### src/rtl/strm_pack.sv
// strm_pack: packs RATIO narrow input beats into one wide output word.
// A completed word that cannot leave is parked in the assembly buffer.
module strm_pack #(
    parameter int DATA_WIDTH = 8,
    parameter int RATIO      = 4
) (
    input  logic                          clk,
    input  logic                          reset,
    input  logic [DATA_WIDTH-1:0]         i_in_dat,
    input  logic                          i_in_vld,
    input  logic                          i_in_last,
    output logic                          o_in_rdy,
    output logic [DATA_WIDTH*RATIO-1:0]   o_ot_dat,
    output logic [RATIO-1:0]              o_ot_keep,
    output logic                          o_ot_last,
    output logic                          o_ot_vld,
    input  logic                          i_ot_rdy
);

    localparam int CW = (RATIO > 1) ? $clog2(RATIO) : 1;

    typedef enum logic {
        FILL = 1'b0,
        PEND = 1'b1
    } state_t;

    state_t                              state_q, state_d;
    logic [RATIO-1:0][DATA_WIDTH-1:0]    asm_q, asm_d;
    logic [RATIO-1:0]                    akeep_q, akeep_d;
    logic                                alast_q, alast_d;
    logic [CW-1:0]                       cnt_q, cnt_d;
    logic                                rdy_q, rdy_d;
    logic [RATIO-1:0][DATA_WIDTH-1:0]    dat_q;
    logic [RATIO-1:0]                    keep_q;
    logic                                last_q;
    logic                                vld_q;

    logic                                in_acc;
    logic                                out_free;
    logic                                complete;
    logic                                load_new;
    logic                                load_pend;
    logic [RATIO-1:0][DATA_WIDTH-1:0]    word_dat;
    logic [RATIO-1:0]                    word_keep;

    assign in_acc   = i_in_vld && rdy_q;
    assign out_free = !vld_q || i_ot_rdy;
    assign complete = in_acc && (i_in_last || (cnt_q == CW'(RATIO - 1)));

    // The incoming beat merged into its lane; untouched lanes are already 0.
    always_comb begin
        word_dat  = asm_q;
        word_keep = akeep_q;
        for (int i = 0; i < RATIO; i++) begin
            if (cnt_q == CW'(i)) begin
                word_dat[i]  = i_in_dat;
                word_keep[i] = 1'b1;
            end
        end
    end

    always_ff @(posedge clk) begin
        if (reset) begin
            state_q <= FILL;
        end else begin
            state_q <= state_d;
        end
    end

    always_comb begin
        state_d = state_q;
        unique case (state_q)
            FILL: if (complete && !out_free) state_d = PEND;
            PEND: if (out_free) state_d = FILL;
            default: state_d = FILL;
        endcase
    end

    always_comb begin
        load_new  = 1'b0;
        load_pend = 1'b0;
        unique case (state_q)
            FILL: load_new = complete && out_free;
            PEND: load_pend = out_free;
            default: ;
        endcase
        rdy_d = (state_d == FILL);
    end

    always_comb begin
        asm_d   = asm_q;
        akeep_d = akeep_q;
        alast_d = alast_q;
        cnt_d   = cnt_q;
        if (in_acc) begin
            cnt_d = complete ? '0 : cnt_q + 1'b1;
            if (!complete || !out_free) begin
                asm_d   = word_dat;
                akeep_d = word_keep;
                alast_d = i_in_last;
            end
        end
        if (load_new || load_pend) begin
            asm_d   = '0;
            akeep_d = '0;
            alast_d = 1'b0;
        end
    end

    always_ff @(posedge clk) begin
        if (reset) begin
            asm_q   <= '0;
            akeep_q <= '0;
            alast_q <= 1'b0;
            cnt_q   <= '0;
            rdy_q   <= 1'b0;
        end else begin
            asm_q   <= asm_d;
            akeep_q <= akeep_d;
            alast_q <= alast_d;
            cnt_q   <= cnt_d;
            rdy_q   <= rdy_d;
        end
    end

    always_ff @(posedge clk) begin
        if (reset) begin
            dat_q  <= '0;
            keep_q <= '0;
            last_q <= 1'b0;
            vld_q  <= 1'b0;
        end else if (load_new) begin
            dat_q  <= word_dat;
            keep_q <= word_keep;
            last_q <= i_in_last;
            vld_q  <= 1'b1;
        end else if (load_pend) begin
            dat_q  <= asm_q;
            keep_q <= akeep_q;
            last_q <= alast_q;
            vld_q  <= 1'b1;
        end else if (i_ot_rdy) begin
            vld_q  <= 1'b0;
        end
    end

    assign o_in_rdy  = rdy_q;
    assign o_ot_dat  = dat_q;
    assign o_ot_keep = keep_q;
    assign o_ot_last = last_q;
    assign o_ot_vld  = vld_q;

endmodule

### config.mk
export PLATFORM = sky130hd
export DESIGN_NAME = strm_pack
export DESIGN_NICKNAME = d
export VERILOG_FILES = /design/src/rtl/strm_pack.sv
export SDC_FILE = /design/constraint.sdc
export NUM_CORES = 1
export LEC_CHECK = 0
export BUFFER_PORTS_ARGS = -buffer_cell sky130_fd_sc_hd__buf_2
export CELL_PAD_IN_SITES_DETAIL_PLACEMENT = 1
export CELL_PAD_IN_SITES_GLOBAL_PLACEMENT = 2
export CORE_UTILIZATION = 36
export DETAILED_ROUTE_END_ITERATION = 7
export PLACE_DENSITY_LB_ADDON = 0.25
export RECOVER_POWER = 25
export SYNTH_ARGS = -nofsm -noshare
export SYNTH_HDL_FRONTEND = slang
export SYNTH_SLANG_ARGS = --single-unit
### constraint.sdc
create_clock -name clk -period 2.2 [get_ports clk]
set_input_delay 0.44 -clock clk [delete_from_list [all_inputs] [get_ports clk]]
set_output_delay 0.44 -clock clk [all_outputs]
set_load 0.005 [all_outputs]
==> summary.md, run 1 <==
The maximum level of the CTS H-tree is 3. The worst setup path is captured at a register. In this run, distinct cell masters in the synthesized netlist total 32.

The die is 99.5 um tall. For the number of standard-cell rows in the floorplan, the log shows 35. Setup repair after global routing left no endpoint under its margin. The logs give 13300 um for the wire length of the first global-routing pass and 1.64 nW for the leakage power of the design. After synthesis, the share of flip-flops with an asynchronous set or reset is 0%.

Summed over all failing endpoints, the final setup total negative slack is 0 ns. The tools report the first-pass iteration count of the detailed router as 4. The placed wire-length estimate after detailed placement is 5600 um.

The worst hold path begins at reset. Ranked by instance count, the synthesized netlist is headed by 79 x sky130_fd_sc_hd__dfxtp_1, 66 x sky130_fd_sc_hd__mux2i_1, 47 x sky130_fd_sc_hd__nor2_1, 20 x sky130_fd_sc_hd__inv_1, 17 x sky130_fd_sc_hd__a22o_1. For the total number of vias, the log shows 2580. The tools report the I/O pin count as 52.

Once the floorplan was initialized, standard cells occupied 37.0% of the core. Data on the critical path is required at its endpoint by 2.43 ns. In the synthesized netlist, the number of instances is 330. After detailed routing, the average wire length per cell comes to 16.0 um.

For this run, design rule violations remaining after detail routing come to 0. Counting the buffers created by CTS gives 9. The number of endpoints with negative hold slack in the final report was 0; the ratio of final minimum period to clock period was 88.0%.

For this run, the number of Yosys warnings is 0. After clock tree synthesis, the clock-pin slew on the worst setup and hold paths is 0.08 ns. The number of clock sinks came out at 79. Entering global routing, the biggest net connects 36 pins. For the highest achievable clock rate, the log shows 0.517 GHz. The antenna violation net count after detailed routing is 0. TritonCTS built the clock tree.

The clock period minus worst slack is 1.94 ns, and the diode insertion count for antenna repair is 0. The most used flip-flop cell after synthesis is sky130_fd_sc_hd__dfxtp_1. The number of nets handed over by synthesis was 347.

For the pin with the worst max-slew slack, the measured transition is 0.597 ns. Synthesis inferred 79 register bits. After clock tree synthesis, the flow added hold-fix buffers numbering 0. By instance count, the leading cell after synthesis is sky130_fd_sc_hd__dfxtp_1. The worst vdd rail ir drop is 280 uV, and the port buffer count is 51. The die is 99.5 um wide. Count of final max-slew check failures: 0. Headroom to the max-slew limit came out at 60.1%. In this run the deepest clock path goes through 2 buffers.

The synthesized design devotes to its leading area cell type 46.2% of total area. From synthesis to final layout, the design area changed by 19.2%. The core region is 9240 sq um.

The run gives 0 as the number of antenna violations at the first check in global routing. The flow ran to the end, and the final reports show no timing, DRC or antenna violations. For this design the ratio of total power to cell area is 738 nW/um^2. The total wire length after detailed routing was 8240 um; the initial detailed-routing violation count was 50. Cells with a size suffix above 1 make up 23.8% of the layout. After synthesis, flip-flops and latches occupy 46.2% of the total area. The cell sitting at the root of the clock tree is a sky130_fd_sc_hd__clkbuf_8. In this run, post-CTS repair resized a total of 0 instances.

The biggest area contributor in the post-synthesis netlist is sky130_fd_sc_hd__dfxtp_1. The logs give 0.35 ns for the insertion delay to the later sink of the worst-skew pair and 0.264 ns for the smallest setup slack after layout. The logs give 2625 for the number of global-route vias before repair and 0 for the number of max-cap violations.

Biggest fanout along the worst timing path: 18. After synthesis the cells add up to 3420 sq um. The data arrival time of the critical path was 2.17 ns; the overall global routing resource usage was 17.7%. The post-synthesis average cell area works out to 10.4 sq um. By area the synthesized netlist is led by sky130_fd_sc_hd__dfxtp_1 46%, sky130_fd_sc_hd__mux2i_1 19%, sky130_fd_sc_hd__nor2_1 5.2%. Counting flops with a built-in enable in the synthesized netlist gives 0. Global routing finished with a remaining overflow of 0.

After detailed routing, the number of vias per cell comes to 5.00. The critical path is of the reg -> reg type. STA classifies the critical path startpoint as a register.

The final RePlAce weighted congestion is 0.755. Startpoint of the most critical register-to-register path: cnt_q[0]. The beginning of the critical path was cnt_q[0].

Setup violations remaining at the end of the flow were counted as 0. Number of buffers inserted to repair setup after CTS: 0. For the final database, setup skew stands at 0.00982 ns.

In the final design database the tool counted 400 nets. Worst setup timing slack at the placement stage: 0.291 ns. The die covers 9900 sq um. The worst hold path belongs to the class in -> reg.
## where the power goes
group / switching [mW] / internal, mW / total [mW] / leakage (nW)
registers: 0.0194 / 1.46 / 1.48 / 0.639
logic: 0.153 / 0.0963 / 0.249 / 0.894
clock network: 0.539 / 0.745 / 1.28 / 0.111
total: 0.711 / 2.30 / 3.01 / 1.64
## final timing paths
kind | cells after the start | endpoint | slack [ns]
worst max-delay path | 6 | o_ot_dat[5] | 0.26
worst min-delay path | 2 | state_q | 0.42
worst max register to register | 6 | o_ot_dat[5] | 0.26
worst min register to register | 1 | o_ot_dat[27] | 0.46
## logic make-up (layout without fill, tap and decap cells)
| group | Yosys count | after routing | synth area share, % |
|---|---|---|---|
| multiplexers | 66 | 66 | 19.3 |
| AO/OA/AOI/OAI | 66 | 66 | 17.1 |
| flip-flops | 79 | 79 | 46.2 |
| buffers and inverters | 46 | 103 | 6.91 |
| AND/OR/NAND/NOR | 69 | 69 | 8.96 |
| adder cells (fa/ha/maj) | 4 | 4 | 1.46 |
## registers in the layout (all words and copies together), names as in the netlist
register and count:
o_ot_dat 32, o_ot_keep 4, state_q 1, asm_q 32
akeep_q 4, o_ot_vld 1, o_in_rdy 1, o_ot_last 1
alast_q 1, cnt_q 2
## routing by layer
layer,track usage [%],vias up,part of all wire (%)
met3,4.22,10,3.0
met5,0,-,0
met2,29.9,39,49
li1,-,1269,-
met1,22.2,1262,47
met4,6.00,0,1.2
## cell type report
type,instances,area (sq um)
clock inverters,6,110
clock buffers,9,124
well taps,129,161
inverters,20,75.1
flip-flops and latches,79,1580
multi-input cells,205,1620
repair buffers,68,409
fillers,1056,5160
## placed cells by master (no fill, tap or decap), drive strengths merged, types with 4 or more instances in the layout
master and instances:
dfxtp 79, mux2i 66, buf 59, nor2 48, inv 20, a211oi 20, clkbuf 18, a22o 17
o2bb2ai 16, a21oi 8, nand2 4, ha 4
## stage by stage
stage / cells / hold WS, ns / power, mW / instance area (sq um) / util, %
floorplan: 330 / 0.437 / 1.67 / 3420 / -
global placement: 501 / 0.441 / 1.76 / 3860 / 41.7
detailed placement: 501 / 0.443 / 1.77 / 3860 / 41.7
CTS: 516 / 0.421 / 3.06 / 4090 / 44.3
global route: 516 / 0.436 / 3.14 / 4080 / 44.1
finish: 516 / 0.420 / 3.01 / 4080 / 44.1
## critical path: stages, from the launching register on
cell                       delay (ns)
sky130_fd_sc_hd__dfxtp_1         0.42
sky130_fd_sc_hd__ha_1            0.36
sky130_fd_sc_hd__o211ai_4        0.16
sky130_fd_sc_hd__a21oi_2         0.33
sky130_fd_sc_hd__nor2_2          0.07
sky130_fd_sc_hd__buf_4           0.21
sky130_fd_sc_hd__a22o_1          0.25
No activity file was read; power rests on OpenSTA's default activity.
==> inputs of run 2 (changes only) <==
Settings changed: CORE_UTILIZATION 36 to 32.
==> run 2 against run 1 <==
  * Die area increased by 12%
  * Final cell count grew 1.4%
  * Via count rose by 1.2%
  * Sequential power is essentially flat
  * Total power rose by 5.3%
  * Combinational power fell by 2%
  * Critical path depth unchanged
  * Critical path type unchanged
==> summary.md, run 2 (same netlist as run 1, synthesis figures left out) <==
Number of standard-cell rows in the floorplan: 37 (+5.7%). For the summed area of non-filler cells in the final layout, the log shows 4100 sq um (+0.46%). The area of the die came out at 11100 sq um (+12%).

The first-pass iteration count of the detailed router was 4 (unchanged). The top cell types in the final layout, fill and taps aside, are 79 x sky130_fd_sc_hd__dfxtp_1, 66 x sky130_fd_sc_hd__mux2i_1, 47 x sky130_fd_sc_hd__nor2_1. The tools report the type of origin of the critical path as a register. The layout overhead on the synthesized area is 19.8%, and the overall global routing resource usage is 16.5% (-1.2 points). The tools report the number of max-cap violations as 0 (unchanged).

The flow ran to the end, and the final reports show no timing, DRC or antenna violations. The placed wire-length estimate after detailed placement is 5800 um (+3.6%), and the x dimension of the die is 105 um (+5.9%). Setup repair after global routing left no endpoint under its margin. The tools report the clock root buffer master as sky130_fd_sc_hd__clkbuf_8.

Count of final max-slew check failures: 0 (unchanged). The overall power of the completed layout is 3.17 mW (+5.3%), and the maximum number of buffers from clock root to sink is 2 (unchanged). For the filler-free cell count of the finished design, the log shows 523 (+1.4%). The data arrival time of the critical path was 2.25 ns (+0.08 ns); the power density over cell area was 774 nW/um^2 (+4.8%). The most common cell after layout, fill and taps aside is sky130_fd_sc_hd__dfxtp_1. Number of clock sinks: 79 (unchanged). The clock edge transition at the registers on the reported setup and hold paths is 0.08 ns (about the same).

The logs give 52 (unchanged) for the I/O pin count and 221 uV (-21%) for the worst vdd rail ir drop. The run gives 1187 (+12%) as the layout filler cell count. For the antenna violation net count after detailed routing, the log shows 0 (unchanged). The worst setup timing slack at the placement stage was 0.156 ns (-0.135 ns).

The insertion delay to the later sink of the worst-skew pair is 0.35 ns (about the same), and the clock period minus worst slack is 2.02 ns (+0.0810 ns). The final RePlAce weighted congestion is 0.701 (-7.2%). The worst max-slew margin expressed relative to the limit is 64.2% (+4.2 points), and the wire length of the first global-routing pass is 14000 um (+5.0%). Number of endpoints with negative hold slack in the final report: 0 (unchanged). For the total negative setup slack, the log shows 0 ns (unchanged). For the number of antenna violations at the first check in global routing, the log shows 0 (unchanged). The number of global-route vias before repair was 2692 (+2.6%); the ratio of final minimum period to clock period was 91.7% (+3.7 points). The port buffer count works out to 51 (unchanged).

The diode insertion count for antenna repair came out at 0 (unchanged). The instance area after placement is 3830 sq um (-0.62%). TritonCTS built the clock tree. The logs give 39.7% (-4.5 points) for the core utilization of the finished layout and 399 (-0.25%) for the net total in the final layout. The leakage power of the design was 1.67 nW (+1.3%); the final hold slack was 0.420 ns (-0.000620 ns). STA classifies the critical path endpoint as a register. The run gives 507 (+1.2%) as the placed instance count. The final setup skew came out at 0.00954 ns (-0.000285 ns).

The average detailed-routed wire length per instance was 16.1 um (+0.70%); the hold buffer count at cts was 0 (unchanged). The logs give 0 (unchanged) for the setup-violating endpoint count in the final report and 9 (unchanged) for the number of clock buffers inserted by TritonCTS. The tools report the maximum level of the CTS H-tree as 3 (unchanged).

The total area of sequential cells was 1580 sq um (unchanged). The measured slew at the worst slew-check pin came out at 0.535 ns (-0.0626 ns). The DRC violation count after routing is 0 (unchanged), and the pin count of the biggest net entering global routing is 40 (+11%).

The run gives 0 (unchanged) as the sum of overflow across all layers after global routing. The path class of the tightest hold or removal check is in -> reg. The fraction of layout cells with a size suffix above 1 works out to 24.5% (+0.78 points). Required time reported for the critical path endpoint: 2.44 ns (about the same). Highest achievable clock rate: 0.496 GHz (-4.0%).

The worst hold path depth was 3 (+1); the footprint of the multi-input gates was 1620 sq um (+0.15%). The tools report the initial detailed-routing violation count as 87 (+74%). The effective utilization at floorplan is 33.1% (-3.9 points), and the via density per instance is 4.99 (-0.19%). The biggest fanout along the worst timing path was 25 (+7). The y dimension of the die is 105 um (+5.9%). Total number of vias: 2610 (+1.2%). The total wire length after detailed routing is 8410 um (+2.1%), and the cell depth of the worst flop-to-flop path is 6 (unchanged). The category of the critical setup timing path was reg -> reg. The area inside the core boundary is 10300 sq um (+12%).

The tools report the smallest setup slack after layout as 0.183 ns (-0.0810 ns).
==> run 2: cell types whose count changed in the layout (fill, tap and decap cells not counted), sizes merged <==
| cell | before | now |
|---|---|---|
| clkinvlp | 2 | 0 |
| bufinv | 3 | 4 |
| clkbuf | 18 | 17 |
| buf | 59 | 61 |
==> run 2: where the power goes <==
part	leakage, nW	internal, mW	switching (mW)
Combinational	0.892	0.0915	0.153
Clock	0.134	0.902	0.546
Sequential	0.639	1.46	0.0198
Total	1.67	2.45	0.719
==> run 2: per-layer routing <==
metal	wire length (um)	track usage (%)
met4	179	7.34
met1	3930	20.5
met5	0	0
met2	4040	27.3
met3	258	3.65
==> run 2: timing repair <==
item                                    in CTS  in global routing
gates resized for setup                      0                  1
buffers inserted                             0                  0
endpoints found under the setup margin       0                 12
==> run 2: worst max-delay path, cell delays in order (launching register included) <==
cell and delay [ns]:
sky130_fd_sc_hd__dfxtp_1 0.43, sky130_fd_sc_hd__ha_1 0.37, sky130_fd_sc_hd__o211ai_4 0.16, sky130_fd_sc_hd__a21oi_2 0.30
sky130_fd_sc_hd__or2_1 0.18, sky130_fd_sc_hd__buf_4 0.33, sky130_fd_sc_hd__nor2_1 0.11
==> run 2: layout make-up <==
class                   count  area share [%]
flip-flops and latches     79            38.6
repair buffers             67            9.28
multi-input cells         205            39.5
clock buffers              11            3.45
well taps                 136            4.15
inverters                  20            1.83
clock inverters             5            3.15
==> run 2: path summary, 6_finish.rpt <==
path           startpoint           end  slack (ns)
min reg2reg  o_ot_dat[20]  o_ot_dat[20]        0.47
max              cnt_q[0]    akeep_q[2]        0.18
min           i_in_dat[1]     asm_q[25]        0.42
max reg2reg      cnt_q[0]    akeep_q[2]        0.18
